--- src/rtl/notg_pipe.sv ---
// notg_pipe: stream inverter with pass/invert/mask/alternate modes and a STAGES-deep elastic pipeline.
// Define NOTG_PIPE_PARITY_EN to add out_parity, carried alongside the data.
module notg_pipe #(
  parameter int WIDTH  = 8,
  parameter int STAGES = 2
) (
  input  logic             clk,
  input  logic             rst,
  input  logic             in_valid,
  output logic             in_ready,
  input  logic [WIDTH-1:0] in_data,
  input  logic [1:0]       mode,
  input  logic [WIDTH-1:0] mask,
  output logic             out_valid,
  input  logic             out_ready,
  output logic [WIDTH-1:0] out_data,
  output logic             busy
`ifdef NOTG_PIPE_PARITY_EN
  ,
  output logic             out_parity
`endif
);

  logic [STAGES-1:0] v;
  logic [STAGES-1:0] adv;
  logic [WIDTH-1:0]  d [STAGES];
  logic              phase;
  logic              acc;
  logic [WIDTH-1:0]  xf;

  // A stage advances if it, or any stage downstream, has a hole,
  // or the consumer takes the tail word.
  always_comb begin
    adv = '0;
    for (int k = 0; k < STAGES; k++) begin
      adv[k] = out_ready;
      for (int j = k; j < STAGES; j++) begin
        if (!v[j]) adv[k] = 1'b1;
      end
    end
  end

  assign in_ready = adv[0];
  assign acc      = in_valid && in_ready;

  always_comb begin
    xf = in_data;
    case (mode)
      2'b00: xf = in_data;
      2'b01: xf = ~in_data;
      2'b10: xf = in_data ^ mask;
      2'b11: xf = phase ? ~in_data : in_data;
      default: xf = in_data;
    endcase
  end

  always_ff @(posedge clk or posedge rst) begin
    if (rst) begin
      v     <= '0;
      phase <= 1'b0;
      for (int k = 0; k < STAGES; k++) d[k] <= '0;
    end else begin
      if (acc) phase <= (mode == 2'b11) ? ~phase : 1'b0;
      if (adv[0]) begin
        v[0] <= acc;
        if (acc) d[0] <= xf;
      end
      for (int k = 1; k < STAGES; k++) begin
        if (adv[k]) begin
          v[k] <= v[k-1];
          if (v[k-1]) d[k] <= d[k-1];
        end
      end
    end
  end

`ifdef NOTG_PIPE_PARITY_EN
  logic [STAGES-1:0] par;

  always_ff @(posedge clk or posedge rst) begin
    if (rst) begin
      par <= '0;
    end else begin
      if (adv[0] && acc) par[0] <= ^xf;
      for (int k = 1; k < STAGES; k++) begin
        if (adv[k] && v[k-1]) par[k] <= par[k-1];
      end
    end
  end

  assign out_parity = par[STAGES-1];
`endif

  assign out_valid = v[STAGES-1];
  assign out_data  = d[STAGES-1];
  assign busy      = |v;

endmodule

--- config.mk ---
export PLATFORM = sky130hd
export DESIGN_NAME = notg_pipe
export DESIGN_NICKNAME = d
export VERILOG_FILES = /design/src/rtl/notg_pipe.sv
export SDC_FILE = /design/constraint.sdc
export NUM_CORES = 1
export LEC_CHECK = 0
export CORE_MARGIN = 10
export CORE_UTILIZATION = 50
export CTS_CLUSTER_DIAMETER = 30
export DETAILED_ROUTE_END_ITERATION = 7
export PLACE_DENSITY_LB_ADDON = 0.1
export SLEW_MARGIN = 20
export SYNTH_ARGS = -nofsm -noshare
export SYNTH_HDL_FRONTEND = slang
export SYNTH_SLANG_ARGS = --single-unit
--- constraint.sdc ---
create_clock -name clk -period 2.14 [get_ports clk]
set_input_delay 0.321 -clock clk [delete_from_list [all_inputs] [get_ports clk]]
set_output_delay 0.321 -clock clk [all_outputs]
set_load 0.05 [all_outputs]
==> results of run 1 <==
-- area by class of cell --
class,count,area [um2],share of cell area
tap,28,35.0,0.0245
sequential,19,475,0.332
clock buffer,4,26.3,0.0184
inverter,3,11.3,0.00787
timing repair buffer,35,340,0.238
multi-input combinational,74,542,0.379
-- state kept, by name, indices dropped and copies added, names as in the netlist --
| signal | count |
|---|---|
| d | 8 |
| v | 2 |
| out_data | 8 |
| phase | 1 |
-- through the flow --
| stage | power, mW | util | hold slack (ns) |
|---|---|---|---|
| after floorplan | 0.852 | - | 0.272 |
| after global placement | 0.939 | 0.640 | 0.465 |
| after detailed placement | 0.951 | 0.640 | 0.496 |
| after CTS | 1.12 | 0.653 | 0.466 |
| after global routing | 1.17 | 0.653 | 0.517 |
| final | 1.11 | 0.653 | 0.432 |
-- logic make-up (layout without fill, tap and decap cells) --
group,count (synthesis),in the layout,share of synthesized area
muxes,8,8,0.0788
buffers and inverters,20,42,0.112
DFF,19,19,0.416
and+or+nand+nor,32,32,0.184
AOI/OAI and AO/OA,34,34,0.210
-- metal layers --
metal / vias to the layer above / global-route usage / wire, um
met5: - / 0 / 0
met4: 0 / 0.0528 / 47
met3: 4 / 0.0245 / 204
met2: 32 / 0.160 / 942
met1: 402 / 0.141 / 1140
li1: 456 / - / -
-- power by group through the flow --
stage	logic (mW)	clock network (mW)	registers, mW
floorplan	0.382	0	0.470
global placement	0.467	0	0.472
detailed placement	0.473	0	0.479
CTS	0.474	0.179	0.471
global route	0.496	0.197	0.480
finish	0.467	0.173	0.471
-- worst max-delay path, stage by stage, from the launching register on --
cell	delay (ns)
sky130_fd_sc_hd__dfrtp_1	0.41
sky130_fd_sc_hd__or2_2	0.29
sky130_fd_sc_hd__clkdlybuf4s50_1	0.70
-- placed cells by master (no fill, tap or decap), drive strengths merged, types with 8 or more instances in the layout --
master         instances
dfrtp                 19
mux2                   8
a21oi                  8
clkdlybuf4s50         31
or3                    8
o21ai                 10
o211ai                 8
nand2                 10
a2111o                 8
and3b                  9
-- path summary, 6_finish.rpt --
path                       slack [ns]                    start  depth (start not counted)                      end
max                              0.13         v[1]$_DFFE_PP0P_                          2                     busy
min                              0.43                      rst                          2  out_data[4]$_DFFE_PP0P_
max reg2reg                      0.76        phase$_DFFE_PP0P_                          3        d[13]$_DFFE_PP0P_
min reg2reg                      0.51  out_data[6]$_DFFE_PP0P_                          1  out_data[6]$_DFFE_PP0P_
max in group asynchronous        1.27                      rst                          2  out_data[7]$_DFFE_PP0P_
min in group clk                 0.51  out_data[6]$_DFFE_PP0P_                          1  out_data[6]$_DFFE_PP0P_
==> summary.txt, run 1 <==
Setup path
  • Arrival time at the worst endpoint: about 1.7 ns
  • Endpoint class of the critical path: primary output
  • Startpoint class of the critical path: flop
  • Path type of the worst setup path: flop to primary output
  • Largest fanout on the critical path: 4
  • Data required time at the worst endpoint: approximately 1.8 ns

Layout
  • Final cell count without fillers: about 160
  • Post-layout instance area: 1430 um2
  • Diodes inserted: 0
  • Fraction of final layout cells sized beyond drive strength 1: 0.193
  • Relative area change from synthesis to final layout: 25.1%
  • Filler instances: 188
  • Final net count: approximately 160

Timing
  • Slew at the pin with the worst max-slew slack: about 0.69 ns
  • RSZ-0062 raised after global routing: false
  • Count of final max-slew check failures: 0
  • Total Neg Setup Slack: 0 ns
  • Final WS setup: approximately 0.13 ns
  • Setup skew after layout: between 0.005 and 0.006 ns
  • Final hold viol count: 0
  • Final worst path period need: between 2 and 2.5 ns
  • Max-slew headroom: 0.542
  • Max Clk Rate: approximately 500 MHz
  • Number of failing setup endpoints in the final timing report: 0
  • Crit share post-route: 0.940

Global route
  • Vias in the first global route: about 860
  • Global-route wire length before repair: 3960 um
  • Initial antenna violation count: 0
  • Largest net degree at the start of global routing: 27
  • GRT Overall Usage: 0.107
  • Total overflow reported by the global router: 0

Drt
  • Routed vias: just under 900
  • Mean number of vias per cell: 5.48
  • DRC errors left: 0
  • DRT Pass-1 Iters: 4
  • Detail-routed net length per standard cell: roughly 14 um
  • Antenna Violating Nets Remaining: 0
  • Count of routing violations after the opening detailed-route iteration: 28
  • Wire length after detailed routing: roughly 2300 um

Clocking
  • CTS H-tree lvls: 1
  • Post-CTS setup buffer count: 0
  • CTS tree: yes
  • CTS Buffer Depth: 2
  • Root buffer selected by CTS: sky130_fd_sc_hd__clkbuf_4
  • Resized cells post-CTS: 1
  • Worst-skew pair later-pin latency: just under 0.3 ns
  • Hold Buf Count CTS: 0
  • Clock Sinks: 19
  • TritonCTS Buffers: 3
  • Worst-path clk slew: roughly 0.10 ns

Floorplanning
  • Area of the placeable core: 2190 um2
  • Die Height: 67.8 um
  • Initial cell density of the core: 0.522
  • Area enclosed by the die boundary: 4600 um2
  • Horizontal die dimension: about 68 um
  • Top Ports: 33
  • Rows: 17

Placed design
  • Total instance count after detailed placement: 159
  • Routability congestion estimate from global placement: 0.736
  • Pre-CTS setup slack: -0.0133 ns
  • Post-DP Area: between 1000 and 1500 um2
  • Buffers added on ports: 32
  • HPWL after detailed placement: around 1800 um

Logic synthesis
  • Register area share after synthesis: 0.416
  • Cell variety after synth: 21
  • Cells after synthesis: 113
  • Leading area contributor after synthesis: sky130_fd_sc_hd__dfrtp_1
  • Post-synth design cell area: between 1000 and 1500 um2
  • Syn nets: roughly 140
  • Fraction of registers with async set or reset after synthesis: 1.00
  • Most instantiated library cell after synthesis: sky130_fd_sc_hd__dfrtp_1
  • Flip-flop and latch count after synthesis: 19
  • Top-area cell type share of the netlist area: 0.416
  • Most common library cells after synthesis: sky130_fd_sc_hd__dfrtp_1 (19), sky130_fd_sc_hd__nand2_1 (10), sky130_fd_sc_hd__o21ai_0 (10)
  • Top cells by area, synth: sky130_fd_sc_hd__dfrtp_1 (42%), sky130_fd_sc_hd__a2111o_1 (7.9%), sky130_fd_sc_hd__mux2_2 (7.9%), sky130_fd_sc_hd__and3b_2 (7.0%), sky130_fd_sc_hd__buf_4 (5.3%)
  • Mean area per synthesized cell: around 10 um2
  • Count of yosys warnings during synthesis: 0
  • Most used flip-flop cell after synthesis: sky130_fd_sc_hd__dfrtp_1
  • Number of synthesized flops with an enable pin: 0

Min path
  • Worst Hold Class: primary input to asynchronous set/reset pin

Outcome
  • Result of the run: finished, final reports clean

Run
  • Max-capacitance violation count: 0

Pwr
  • Part of the total power dissipated in the clock network: 0.156
  • Peak supply drop: around 460 uV
  • Internal power of the cells: 0.696 mW
  • Switching power share of the total: 0.373
  • PD cells: 777 nW/um2
  • Switching pwr: around 0.41 mW
  • Total leakage power: ~0.59 nW
  • Power share of the sequential group: 0.424
  • Combinational fraction of design power: 0.421
Power figures use the tool's default switching activity.
==> inputs of run 2 (changes only) <==
--- a/config.mk
+++ b/config.mk
@@ -5,7 +5,7 @@
 export SDC_FILE = /design/constraint.sdc
 export NUM_CORES = 1
 export LEC_CHECK = 0
-export CORE_MARGIN = 10
+export CORE_MARGIN = 5
 export CORE_UTILIZATION = 50
 export CTS_CLUSTER_DIAMETER = 30
 export DETAILED_ROUTE_END_ITERATION = 7
==> run 2 against run 1 <==
Sequential power barely moved. Critical endpoint unchanged. Design area barely moved. Sequential share of layout area barely moved. Clock power barely moved. Count of clock-buffer cells in the layout did not move. Final cell count did not move. Utilization fell by 0.057 points.
==> summary.txt, run 2 (synthesis gave the netlist of run 1 again) <==
Setup path
  • Endpoint class of the critical path: primary output
  • Arrival time at the worst endpoint: 1.68 ns (about the same)
  • Startpoint class of the critical path: flop
  • Reg-to-reg setup timing slack: 0.73 ns (-0.03 ns)
  • Worst reg2reg path endpoint: d[10]$_DFFE_PP0P_
  • Path type of the worst setup path: flop to primary output
  • Number of cells on the worst reg-to-reg path: 3 (unchanged)
  • Launch point of the critical path: v[1]$_DFFE_PP0P_
  • Largest fanout on the critical path: 4 (unchanged)
  • Crit path capture: busy
  • Data required time at the worst endpoint: 1.82 ns (about the same)
  • Crit Reg-Reg Startpoint: phase$_DFFE_PP0P_

Timing
  • Setup skew after layout: 0.00196 ns (-0.00308 ns)
  • Crit share post-route: 0.936 (-0.00439)
  • Count of final max-slew check failures: 0 (unchanged)
  • Max Clk Rate: 499 MHz (+0.47%)
  • Total Neg Setup Slack: 0 ns (unchanged)
  • Max-slew headroom: 0.548 (+0.00580)
  • RSZ-0062 raised after global routing: false
  • Slew at the pin with the worst max-slew slack: 0.678 ns (-0.00869 ns)
  • Number of failing setup endpoints in the final timing report: 0 (unchanged)
  • Final worst path period need: 2.00 ns (-0.00939 ns)
  • Final hold viol count: 0 (unchanged)

Global route
  • GR met1 Demand/Resource: 0.204 (+0.0629)
  • Global-route met3 utilization: 0.0111 (-0.0133)
  • GRT Overall Usage: 0.141 (+0.0341)
  • Total overflow reported by the global router: 0 (unchanged)
  • Global-route wire length before repair: 3750 um (-5.4%)
  • Initial antenna violation count: 0 (unchanged)
  • Top Usage Layer GRT: met2
  • M2 GR Usage: 0.205 (+0.0452)
  • Vias in the first global route: 809 (-5.7%)
  • Largest net degree at the start of global routing: 27 (unchanged)

Clocking
  • CTS tree: yes
  • Hold Buf Count CTS: 0 (unchanged)
  • TritonCTS Buffers: 3 (unchanged)
  • CTS H-tree lvls: 1 (unchanged)
  • Worst-skew pair later-pin latency: 0.28 ns (about the same)
  • Resized cells post-CTS: 0 (-1)
  • Post-CTS setup buffer count: 0 (unchanged)
  • Clock Sinks: 19 (unchanged)
  • Root buffer selected by CTS: sky130_fd_sc_hd__clkbuf_4
  • Worst-path clk slew: 0.10 ns (about the same)
  • CTS Buffer Depth: 2 (unchanged)

Pwr
  • Total chip power: 1.11 mW (+0.13%)
  • Switching power share of the total: 0.374 (+0.000440)
  • Part of the total power dissipated in the clock network: 0.155 (about the same)
  • Total leakage power: 0.589 nW (+0.13%)
  • Internal power of the cells: 0.697 mW (about the same)
  • Combinational fraction of design power: 0.424 (+0.003)
  • PD cells: 779 nW/um2 (+0.21%)
  • Power share of the sequential group: 0.421 (-0.003)
  • Peak supply drop: 467 uV (+2.4%)
  • Switching pwr: 0.416 mW (+0.24%)

Layout
  • Diodes inserted: 0 (unchanged)
  • Fraction of final layout cells sized beyond drive strength 1: 0.185 (-0.00741)
  • Final net count: 158 (unchanged)
  • Final cell count without fillers: 163 (unchanged)
  • Utilization after layout: 0.652 (about the same)
  • Most common library cell in the layout ignoring fill and taps: sky130_fd_sc_hd__clkdlybuf4s50_1
  • Post-layout instance area: 1430 um2 (about the same)
  • Relative area change from synthesis to final layout: 24.9% (about the same)
  • Most used cells in the layout excluding fill and tap cells: sky130_fd_sc_hd__clkdlybuf4s50_1 (31), sky130_fd_sc_hd__dfrtp_1 (19), sky130_fd_sc_hd__nand2_1 (10), sky130_fd_sc_hd__o21ai_0 (10)
  • Filler instances: 178 (-5.3%)

Drt
  • Antenna Violating Nets Remaining: 0 (unchanged)
  • Wire length after detailed routing: 2290 um (-2.2%)
  • Mean number of vias per cell: 5.61 (+2.2%)
  • DRC errors left: 0 (unchanged)
  • Count of routing violations after the opening detailed-route iteration: 20 (-29%)
  • Routed vias: 914 (+2.2%)
  • Detail-routed net length per standard cell: 14.0 um (-2.2%)
  • DRT Pass-1 Iters: 4 (unchanged)

Min path
  • Worst Hold Class: primary input to asynchronous set/reset pin

Placed design
  • Post-DP Area: 1400 um2 (unchanged)
  • Routability congestion estimate from global placement: 0.786 (+6.8%)
  • Buffers added on ports: 32 (unchanged)
  • Total instance count after detailed placement: 159 (unchanged)
  • HPWL after detailed placement: 1720 um (-6.2%)

Run
  • Max-capacitance violation count: 0 (unchanged)

Floorplanning
  • Horizontal die dimension: 57.8 um (-15%)
  • Rows: 17 (unchanged)
  • Area of the placeable core: 2190 um2 (unchanged)
  • Area enclosed by the die boundary: 3340 um2 (-27%)
  • Die Height: 57.8 um (-15%)
  • Top Ports: 33 (unchanged)
  • Initial cell density of the core: 0.522 (unchanged)

Outcome
  • Result of the run: finished, final reports clean
==> run 2: changes by cell type in the layout (fill, tap and decap cells not counted) <==
cell / delta
sky130_fd_sc_hd__and3b_2: -1
sky130_fd_sc_hd__and3b_1: +1
==> run 2: cell type report <==
| cell class | instances | area, um2 | share of cell area |
|---|---|---|---|
| clock buffers | 4 | 26.3 | 0.0184 |
| inverters | 3 | 11.3 | 0.00788 |
| multi-input cells | 74 | 541 | 0.378 |
| flip-flops and latches | 19 | 475 | 0.333 |
| well taps | 28 | 35.0 | 0.0245 |
| repair buffers | 35 | 340 | 0.238 |
==> run 2: power groups by stage <==
stage	sequential [mW]	combinational [mW]	clock [mW]
floorplan	0.470	0.382	0
global placement	0.471	0.467	0
detailed placement	0.477	0.475	0
CTS	0.470	0.475	0.176
global route	0.480	0.497	0.192
finish	0.468	0.472	0.173
==> run 2: layer usage <==
metal	routed length, um	part of all wire	vias up
li1	-	-	454
met1	1130	0.49	432
met2	1010	0.44	26
met3	122	0.053	2
met4	27	0.012	0
met5	0	0	-
==> run 2: how the worst min path moves through the flow <==
stage / endpoint / cells past startpoint / startpoint
after floorplan: d[10]$_DFFE_PP0P_ / 1 / rst
final: out_data[7]$_DFFE_PP0P_ / 2 / rst
after CTS: out_data[7]$_DFFE_PP0P_ / 2 / rst
after global placement: phase$_DFFE_PP0P_ / 1 / phase$_DFFE_PP0P_
after global routing: out_data[7]$_DFFE_PP0P_ / 2 / rst
after detailed placement: phase$_DFFE_PP0P_ / 1 / phase$_DFFE_PP0P_
==> run 2: critical path: stages, from the launching register on <==
cell                              delay [ns]
sky130_fd_sc_hd__dfrtp_1                0.41
sky130_fd_sc_hd__or2_2                  0.29
sky130_fd_sc_hd__clkdlybuf4s50_1        0.70
==> run 2: metrics by stage <==
stage | setup WS (ns) | hold slack (ns)
6_report | 0.137 | 0.427
5_1_grt | 0.0837 | 0.516
4_1_cts | 0.125 | 0.451
3_5_place_dp | 0.195 | 0.486
3_3_place_gp | 0.245 | 0.468
2_1_floorplan | 0.337 | 0.272
